File: config.mk
export PLATFORM = sky130hd
export DESIGN_NAME = bit_field_sequencer
export DESIGN_NICKNAME = d
export VERILOG_FILES = /design/src/rtl/bit_field_sequencer_pkg.sv /design/src/rtl/bit_field_sequencer.sv
export SDC_FILE = /design/constraint.sdc
export NUM_CORES = 1
export LEC_CHECK = 0
export CAP_MARGIN = 0
export CELL_PAD_IN_SITES_DETAIL_PLACEMENT = 1
export CELL_PAD_IN_SITES_GLOBAL_PLACEMENT = 1
export CORE_UTILIZATION = 37
export CTS_BUF_LIST = sky130_fd_sc_hd__clkbuf_16
export DETAILED_ROUTE_END_ITERATION = 10
export PLACE_DENSITY_LB_ADDON = 0.1
export SLEW_MARGIN = 20
export SYNTH_ARGS = -nofsm -noshare
export SYNTH_HDL_FRONTEND = slang
export SYNTH_SLANG_ARGS = --single-unit
File: constraint.sdc
create_clock -name clk -period 2.1 [get_ports clk]
set_clock_uncertainty 0.05 [all_clocks]
set_input_delay 0.42 -clock clk [delete_from_list [all_inputs] [get_ports clk]]
set_output_delay 0.42 -clock clk [all_outputs]
set_load 0.01 [all_outputs]
File: src/rtl/bit_field_sequencer_pkg.sv
// Shared definitions for the bit-field sequencer: FSM state encoding and
// default widths of the word, bit index, output field and length input.
package bit_field_sequencer_pkg;

    localparam int DATA_WIDTH = 32;
    localparam int IDX_WIDTH  = 5;
    localparam int OUT_WIDTH  = 16;
    localparam int LEN_WIDTH  = 5;

    typedef enum logic [1:0] {
        ST_IDLE  = 2'd0,
        ST_SHIFT = 2'd1,
        ST_DONE  = 2'd2
    } state_t;

endpackage : bit_field_sequencer_pkg

File: src/rtl/bit_field_sequencer.sv
// Bit-field sequencer: latches a source word, walks the external bit-select
// mux from the field MSB down to its LSB one bit per cycle, assembles the
// field MSB-first, optionally sign-extends it and offers it on a valid/ready
// output. Indices above the top of the word read as 0 and never wrap.
module bit_field_sequencer #(
    parameter int DATA_WIDTH = bit_field_sequencer_pkg::DATA_WIDTH,
    parameter int IDX_WIDTH  = bit_field_sequencer_pkg::IDX_WIDTH,
    parameter int OUT_WIDTH  = bit_field_sequencer_pkg::OUT_WIDTH,
    parameter int LEN_WIDTH  = bit_field_sequencer_pkg::LEN_WIDTH
) (
    input  logic                  clk,
    input  logic                  rst_n,
    input  logic                  in_valid,
    output logic                  in_ready,
    input  logic [DATA_WIDTH-1:0] in_word,
    input  logic [IDX_WIDTH-1:0]  in_lsb,
    input  logic [LEN_WIDTH-1:0]  in_len,
    input  logic                  in_sext,
    output logic [DATA_WIDTH-1:0] mux_data,
    output logic [IDX_WIDTH-1:0]  mux_idx,
    input  logic                  mux_bit,
    output logic                  out_valid,
    input  logic                  out_ready,
    output logic [OUT_WIDTH-1:0]  out_data,
    output logic                  out_err
);

    import bit_field_sequencer_pkg::*;

    // The running index carries one extra bit so that positions past the
    // top of the word are recognised instead of wrapping back to bit 0.
    localparam int                   IW1       = IDX_WIDTH + 1;
    localparam logic [IDX_WIDTH:0]   IDX_LIMIT = IW1'(DATA_WIDTH);
    localparam logic [IDX_WIDTH:0]   IDX_ONE   = IW1'(1);
    localparam logic [LEN_WIDTH-1:0] LEN_ONE   = LEN_WIDTH'(1);
    localparam logic [LEN_WIDTH-1:0] LEN_ZERO  = '0;
    localparam logic [LEN_WIDTH-1:0] LEN_MAX   = LEN_WIDTH'(OUT_WIDTH);

    state_t                  state_q, state_d;
    logic [DATA_WIDTH-1:0]   word_q;
    logic [IDX_WIDTH:0]      idx_q;
    logic [LEN_WIDTH-1:0]    cnt_q;
    logic [LEN_WIDTH-1:0]    len_q;
    logic [OUT_WIDTH-1:0]    shift_q;
    logic                    sext_q;
    logic                    err_q;
    logic                    bit_in;

    // Fill the bits at and above len with the field MSB (or zeros).
    // A zero-length field has no MSB, so it always extends with zeros.
    function automatic logic [OUT_WIDTH-1:0] extend_field(
        input logic [OUT_WIDTH-1:0] field,
        input logic [LEN_WIDTH-1:0] len,
        input logic                 sext
    );
        logic                 msb;
        logic [OUT_WIDTH-1:0] res;
        msb = 1'b0;
        for (int i = 0; i < OUT_WIDTH; i++) begin
            if (len == LEN_WIDTH'(i + 1)) msb = field[i];
        end
        for (int i = 0; i < OUT_WIDTH; i++) begin
            res[i] = (LEN_WIDTH'(i) < len) ? field[i] : (sext & msb);
        end
        return res;
    endfunction

    // Out-of-range positions read as 0 regardless of what the mux returns.
    assign bit_in = (idx_q < IDX_LIMIT) ? mux_bit : 1'b0;

    assign in_ready  = (state_q == ST_IDLE);
    assign out_valid = (state_q == ST_DONE);
    assign out_err   = (state_q == ST_DONE) && err_q;
    assign out_data  = ((state_q == ST_DONE) && !err_q)
                       ? extend_field(shift_q, len_q, sext_q) : '0;
    assign mux_data  = word_q;
    assign mux_idx   = idx_q[IDX_WIDTH-1:0];

    // State register; an asynchronous reset aborts any request in flight.
    // NOTE: sequential state uses non-blocking assignments so every flop
    // samples pre-edge values regardless of statement order.
    always_ff @(posedge clk or negedge rst_n) begin
        if (!rst_n) state_q <= ST_IDLE;
        else        state_q <= state_d;
    end

    // Next-state decode: length checks on accept, bit count in SHIFT,
    // output handshake in DONE.
    // NOTE: state_d gets a default first so no path leaves it unassigned,
    // which would otherwise infer a latch.
    always_comb begin
        state_d = state_q;
        case (state_q)
            ST_IDLE: begin
                if (in_valid) begin
                    if (in_len == LEN_ZERO || in_len > LEN_MAX) state_d = ST_DONE;
                    else                                        state_d = ST_SHIFT;
                end
            end
            ST_SHIFT: begin
                if (cnt_q == LEN_ONE) state_d = ST_DONE;
            end
            ST_DONE: begin
                if (out_ready) state_d = ST_IDLE;
            end
            default: state_d = ST_IDLE;
        endcase
    end

    // Datapath: latch the request on accept, then shift one bit per cycle
    // while walking the index down toward the field LSB.
    // NOTE: these are plain registers, not a memory array, so all of them
    // are cleared by reset and mux_idx is never X.
    always_ff @(posedge clk or negedge rst_n) begin
        if (!rst_n) begin
            word_q  <= '0;
            idx_q   <= '0;
            cnt_q   <= '0;
            len_q   <= '0;
            shift_q <= '0;
            sext_q  <= 1'b0;
            err_q   <= 1'b0;
        end else begin
            case (state_q)
                ST_IDLE: begin
                    if (in_valid) begin
                        word_q  <= in_word;
                        sext_q  <= in_sext;
                        shift_q <= '0;
                        idx_q   <= {1'b0, in_lsb} + IW1'(in_len) - IDX_ONE;
                        cnt_q   <= in_len;
                        len_q   <= in_len;
                        err_q   <= (in_len > LEN_MAX);
                    end
                end
                ST_SHIFT: begin
                    shift_q <= {shift_q[OUT_WIDTH-2:0], bit_in};
                    idx_q   <= idx_q - IDX_ONE;
                    cnt_q   <= cnt_q - LEN_ONE;
                end
                default: ;
            endcase
        end
    end

endmodule : bit_field_sequencer

Yosys cells after proc, flatten, opt, wreduce, memory -nomap -nowiden
Cells that the tools add are included.
{"block": "op_classes", "n_addsub": 4, "magnitude_cmp": 18, "muxes": 45, "reduce_logical": 10, "bitwise": 1, "n_eq_ne": 22}
{"operator": "5-bit by 4-bit == test with 1-bit output (second input constant)", "count": 8}
{"operator": "4-bit by 5-bit < comparator with 1-bit output (first input constant)", "count": 8}
{"operator": "1-bit 2-to-1 mux", "count": 33}
{"operator": "16-bit 2-to-1 mux", "count": 2}
{"operator": "16-bit case mux with 2 select lines", "count": 1}
{"operator": "5-bit by 3-bit == test with 1-bit output (second input constant)", "count": 4}
{"operator": "3-bit by 5-bit < comparator with 1-bit output (first input constant)", "count": 4}
{"operator": "6-bit case mux with 2 select lines", "count": 1}
{"operator": "6-bit by 1-bit subtractor with 6-bit output (second input constant)", "count": 2}
{"operator": "5-bit by 1-bit == test with 1-bit output (second input constant)", "count": 2}
{"operator": "5-bit by 2-bit == test with 1-bit output (second input constant)", "count": 2}
{"operator": "1-bit by 5-bit < comparator with 1-bit output (first input constant)", "count": 2}
{"operator": "2-bit by 5-bit < comparator with 1-bit output (first input constant)", "count": 2}
{"operator": "5-bit case mux with 2 select lines", "count": 1}
{"operator": "2-bit 2-to-1 mux", "count": 4}
{"operator": "5-bit by 5-bit adder with 6-bit output", "count": 1}
{"operator": "6-bit < comparator (second input constant)", "count": 1}
{"operator": "6-bit 2-to-1 mux", "count": 1}
{"operator": "2-bit case mux with 3 select lines", "count": 1}
{"operator": "5-bit == test (second input constant)", "count": 1}
{"operator": "5-bit greater-than comparator (second input constant)", "count": 1}
{"operator": "5-bit logical NOT", "count": 1}
{"operator": "5-bit 2-to-1 mux", "count": 1}
{"operator": "5-bit by 1-bit subtractor with 5-bit output (second input constant)", "count": 1}
{"operator": "other kinds (12)", "count": 15}
{"block": "totals", "register_bits": 68, "output_inout_bits": 56, "in_bits": 48, "word_cells": 108}

Depth between registers and ports, before layout
{"block": "depth", "ltp_word": 20, "mapped_depth": 11, "ltp_nobuf": 11}

Worst setup path after synthesis
OpenSTA, ideal clock, no wires.
{"block": "synth_timing", "path_type": "register to output", "from": "reg state_q[0]", "to": "out out_data[11]", "path_stages_with_launch": 7, "required_time_ns": 1.630, "slack_ns": 0.045, "arrival_ns": 1.585, "path_buffers": 2, "cell_sequence": "dfrtp_1 -> buf_6 -> nor2b_4 -> inv_2 -> or3_4 -> buf_6 -> o31ai_1"}
{"block": "synth_via", "elab_chain_cells": 3}
{"item": "start, declared", "line_no": "bit_field_sequencer.sv:39", "rtl": "state_t state_q, state_d;"}
{"item": "start signal, assigned", "line_no": "bit_field_sequencer.sv:84", "rtl": "else state_q <= state_d;"}
{"item": "2-bit == test"}
{"item": "via out_valid", "line_no": "bit_field_sequencer.sv:22", "rtl": "output logic out_valid,"}
{"item": "1-bit logical AND", "line_no": "bit_field_sequencer.sv:74", "rtl": "assign out_data = ((state_q == ST_DONE) && !err_q)"}
{"item": "16-bit 2-to-1 mux", "line_no": "bit_field_sequencer.sv:75", "rtl": "? extend_field(shift_q, len_q, sext_q) : '0;"}
{"item": "end, declared", "line_no": "bit_field_sequencer.sv:24", "rtl": "output logic [OUT_WIDTH-1:0] out_data,"}
The timed path passes the listed nets, and every way through them passes these cells.

Worst setup path after layout
{"block": "layout_timing", "from": "reg len_q[0]", "to": "out out_data[10]"}
{"block": "layout_via", "elab_chain_cells": 20, "word_cells_on_any_way": 36, "cone_classes": "order compare (1); eq/ne (16); mux (18); bitwise (1)"}
{"item": "start, declared", "line_no": "bit_field_sequencer.sv:43", "rtl": "logic [LEN_WIDTH-1:0] len_q;"}
{"item": "start signal, assigned", "line_no": "bit_field_sequencer.sv:132", "rtl": "len_q <= in_len;"}
{"item": "5-bit by 1-bit == test with 1-bit output", "line_no": "bit_field_sequencer.sv:60", "rtl": "if (len == LEN_WIDTH'(i + 1)) msb = field[i];"}
{"item": "1-bit 2-to-1 mux (16 in series)", "line_no": "bit_field_sequencer.sv:60"}
{"item": "1-bit AND", "line_no": "bit_field_sequencer.sv:63", "rtl": "res[i] = (LEN_WIDTH'(i) < len) ? field[i] : (sext & msb);"}
{"item": "1-bit 2-to-1 mux (*)", "line_no": "bit_field_sequencer.sv:63"}
{"item": "16-bit 2-to-1 mux (*)", "line_no": "bit_field_sequencer.sv:75"}
Mark *: on every way between the ends. The rest lies on a longest branch, timed or not.

==> flow_summary.toml <==
[power]
p_leak_nw = 2.800
p_per_area_mw_per_mm2 = 1498
ir_drop_mv = 0.6944

[placed_design]
gp_congestion = 0.8704
io_buffers = 103
placed_area_mm2 = 0.005359
place_hpwl_um = 8394

[synthesis]
ys_seq_area_share_pct = 44.83
synth.cell_area_mm2 = 0.003796
async_reset_ff_share_pct = 100.0
syn_nets = 422
syn_avg_cell_area_um2 = 10.54
synth-edff-count = 0
synth_top_area_share_pct = 44.83
ys.warnings.count = 0
yosysMostFrequentCell = "dfrtp_1"
ys_types = 58
synth_area_leaders = "dfrtp_1, mux2_1, ha_1, a22o_1, inv_1"
post_synth_most_frequent_cells = "dfrtp_1, mux2_1, inv_1"
synthFlopType = "dfrtp_1"
synthCells = 360
ys_ff_latch = 68
yosysTopAreaCell = "dfrtp_1"

[die]
ios = 104
start_util_pct = 38.48
die_h_um = 103.3
die_w_um = 103.3
fp-row-count = 36
die_area_mm2 = 0.01067
core_area_mm2 = 0.009864

[clock_tree]
cts_tree = "built"
ctsHoldBuffers = 0
clkLatencyLatePin_ns = 0.34
cts_buffers = 9
clock-root-buffer = "clkbuf_16"
clkSlewWorstSetupHoldPaths_ns = 0.06
h-tree-depth = 3
cts.sinks = 68
clockBufferDepth = 2

[setup_path]
crit_start = "len_q[0]"
r2r_slack_ns = 0.13
worstSetupPathType = "register to output pin"
setup.worst_path.end = "out_data[10]"
cp.arrival_ns = 2.25
r2r-start = "state_q[0]"
critical_path_required_ns = 1.63
worstSetupStartpointType = "register"
ff2ff_path_depth = 7
end_kind = "output pin"
r2r_end = "mux_data[17]"
crit_fanout = 5

[timing]
final_max_slew_viol_count = 0
finalHoldViolations = 0
tns_ns = -8.558
rsz0062_at_grt = "true"
maxSlewHeadroom_pct = 63.15
setup_ws_ns = -0.6220
layout_min_cycle_time_ns = 2.722
worstMarginPinSlew_ns = 0.5485
setup_violations = 16
final.period_utilization_pct = 129.6
max_freq_ghz = 0.3674

[drt]
wl_per_cell_um = 19.56
routed_wl_um = 13440
postRouteAntennaNets = 0
drt_iter0_markers = 47
drc = 0
drt-pass1-iter-count = 4
drt-vias-per-instance = 5.259
vias = 3613

[status]
status = "finished with violations"
violations = "negative setup slack"

[grt]
grt_pass1_wl_um = 19380
antenna_found_initial = 0
globalRouteOverflowTotal = 0
grt_pass1_vias = 3828
grt.total_usage_pct = 24.48
grt_max_degree = 69

[layout]
drive_above_1_share_pct = 35.74
antennaDiodeCount = 0
postLayoutCoreUtil_pct = 62.62
area_delta_synth_final_pct = 62.72
design_area_mm2 = 0.006177
final_nets = 612

[flow_run]
drv_cap = 0

[worst_hold_path]
min_path_type = "input pin to asynchronous set/reset pin"
[through the flow]
stage	instances	total power [W]	setup slack [ns]	hold WS (ns)
floorplan	360	0.004513	0.04458	0.07441
global placement	644	0.006316	-0.5457	0.4162
detailed placement	644	0.006477	-0.6338	0.4223
CTS	681	0.008676	-0.5541	0.05879
global route	687	0.009760	-0.6840	0.08311
finish	687	0.009252	-0.6220	0.04587
[repair_timing]
action,in CTS,in global routing
buffers inserted,22,11
endpoints found under the setup margin,21,20
endpoints found under the hold margin,0,0
pin swaps,19,32
resized for setup,114,51
[report_power, final]
part	internal [W]	total, W	leakage (nW)	switching [W]
logic	0.00280	0.00531	1.83	0.00251
clock network	0.00103	0.00164	0.148	0.000608
registers	0.00187	0.00230	0.824	0.000428
total	0.00571	0.00925	2.80	0.00355
[worst min path at each step]
| stage | depth (start not counted) | end | startpoint | slack, ns |
|---|---|---|---|---|
| 2_1_floorplan | 0 | cnt_q[0] | rst_n | 0.07 |
| 3_3_place_gp | 2 | shift_q[6] | rst_n | 0.42 |
| 3_5_place_dp | 2 | shift_q[8] | rst_n | 0.42 |
| 4_1_cts | 2 | shift_q[6] | rst_n | 0.06 |
| 5_1_grt | 2 | shift_q[8] | rst_n | 0.08 |
| 6_report | 2 | shift_q[6] | rst_n | 0.05 |
[final cells by class]
cell class                 count  area [µm²]
fill                        1044        3687
tap                          133       166.4
clock inverter                 6       88.84
sequential                    68        1708
multi-input combinational    235        2008
inverter                      32       120.1
clock buffer                   9       225.2
timing repair buffer         204        1861
[flip-flops by register name, summed over array words and instances (netlist names)]
register / cells
shift_q: 16
state_q: 2
idx_q: 6
sext_q: 1
len_q: 5
mux_data: 32
cnt_q: 5
err_q: 1
[metal layers]
| layer | global-route usage [%] | vias to the layer above | part of all wire, % |
|---|---|---|---|
| li1 | - | 1658 | - |
| met4 | 9.967 | 0 | 2.9 |
| met2 | 45.23 | 90 | 54 |
| met3 | 5.108 | 37 | 4.1 |
| met1 | 27.37 | 1828 | 39 |
| met5 | 0 | - | 0 |
[critical path, cell delays in order, from the launching register on]
cell	delay, ns
dfrtp_2	0.43
buf_6	0.13
buf_8	0.13
nand3b_1	0.10
o21ai_2	0.07
a221o_1	0.39
a211oi_4	0.28
buf_6	0.17
o31ai_2	0.07
buf_2	0.14
[logic make-up (layout without fill, tap and decap cells)]
logic type	Yosys count	in the layout	share of synthesized area (%)
xor+xnor	3	3	0.6923
flops	68	68	44.83
buf+inv	57	251	9.163
compound gates	93	93	17.40
fa+ha+maj	14	14	4.812
simple gates	87	87	11.87
mux	38	38	11.24
[cell usage in the layout (no fill, tap or decap), types with 5 or more instances in the layout]
cell,netlist,final
dlygate4sd2_1,0,6
buf_4,7,73
inv_2,1,10
nor2_1,18,16
o21ai_2,0,7
clkbuf_16,0,9
nand2_1,28,25
o21ai_0,15,10
dfrtp_1,68,63
buf_2,5,17
clkdlybuf4s50_1,0,78
buf_12,3,6
inv_1,31,22
a22o_1,16,16
ha_1,13,9
dfrtp_2,0,5
mux2_1,35,35
nand3_1,12,11
buf_6,7,21
a21oi_1,17,14
(Power assumes the default switching activity.)
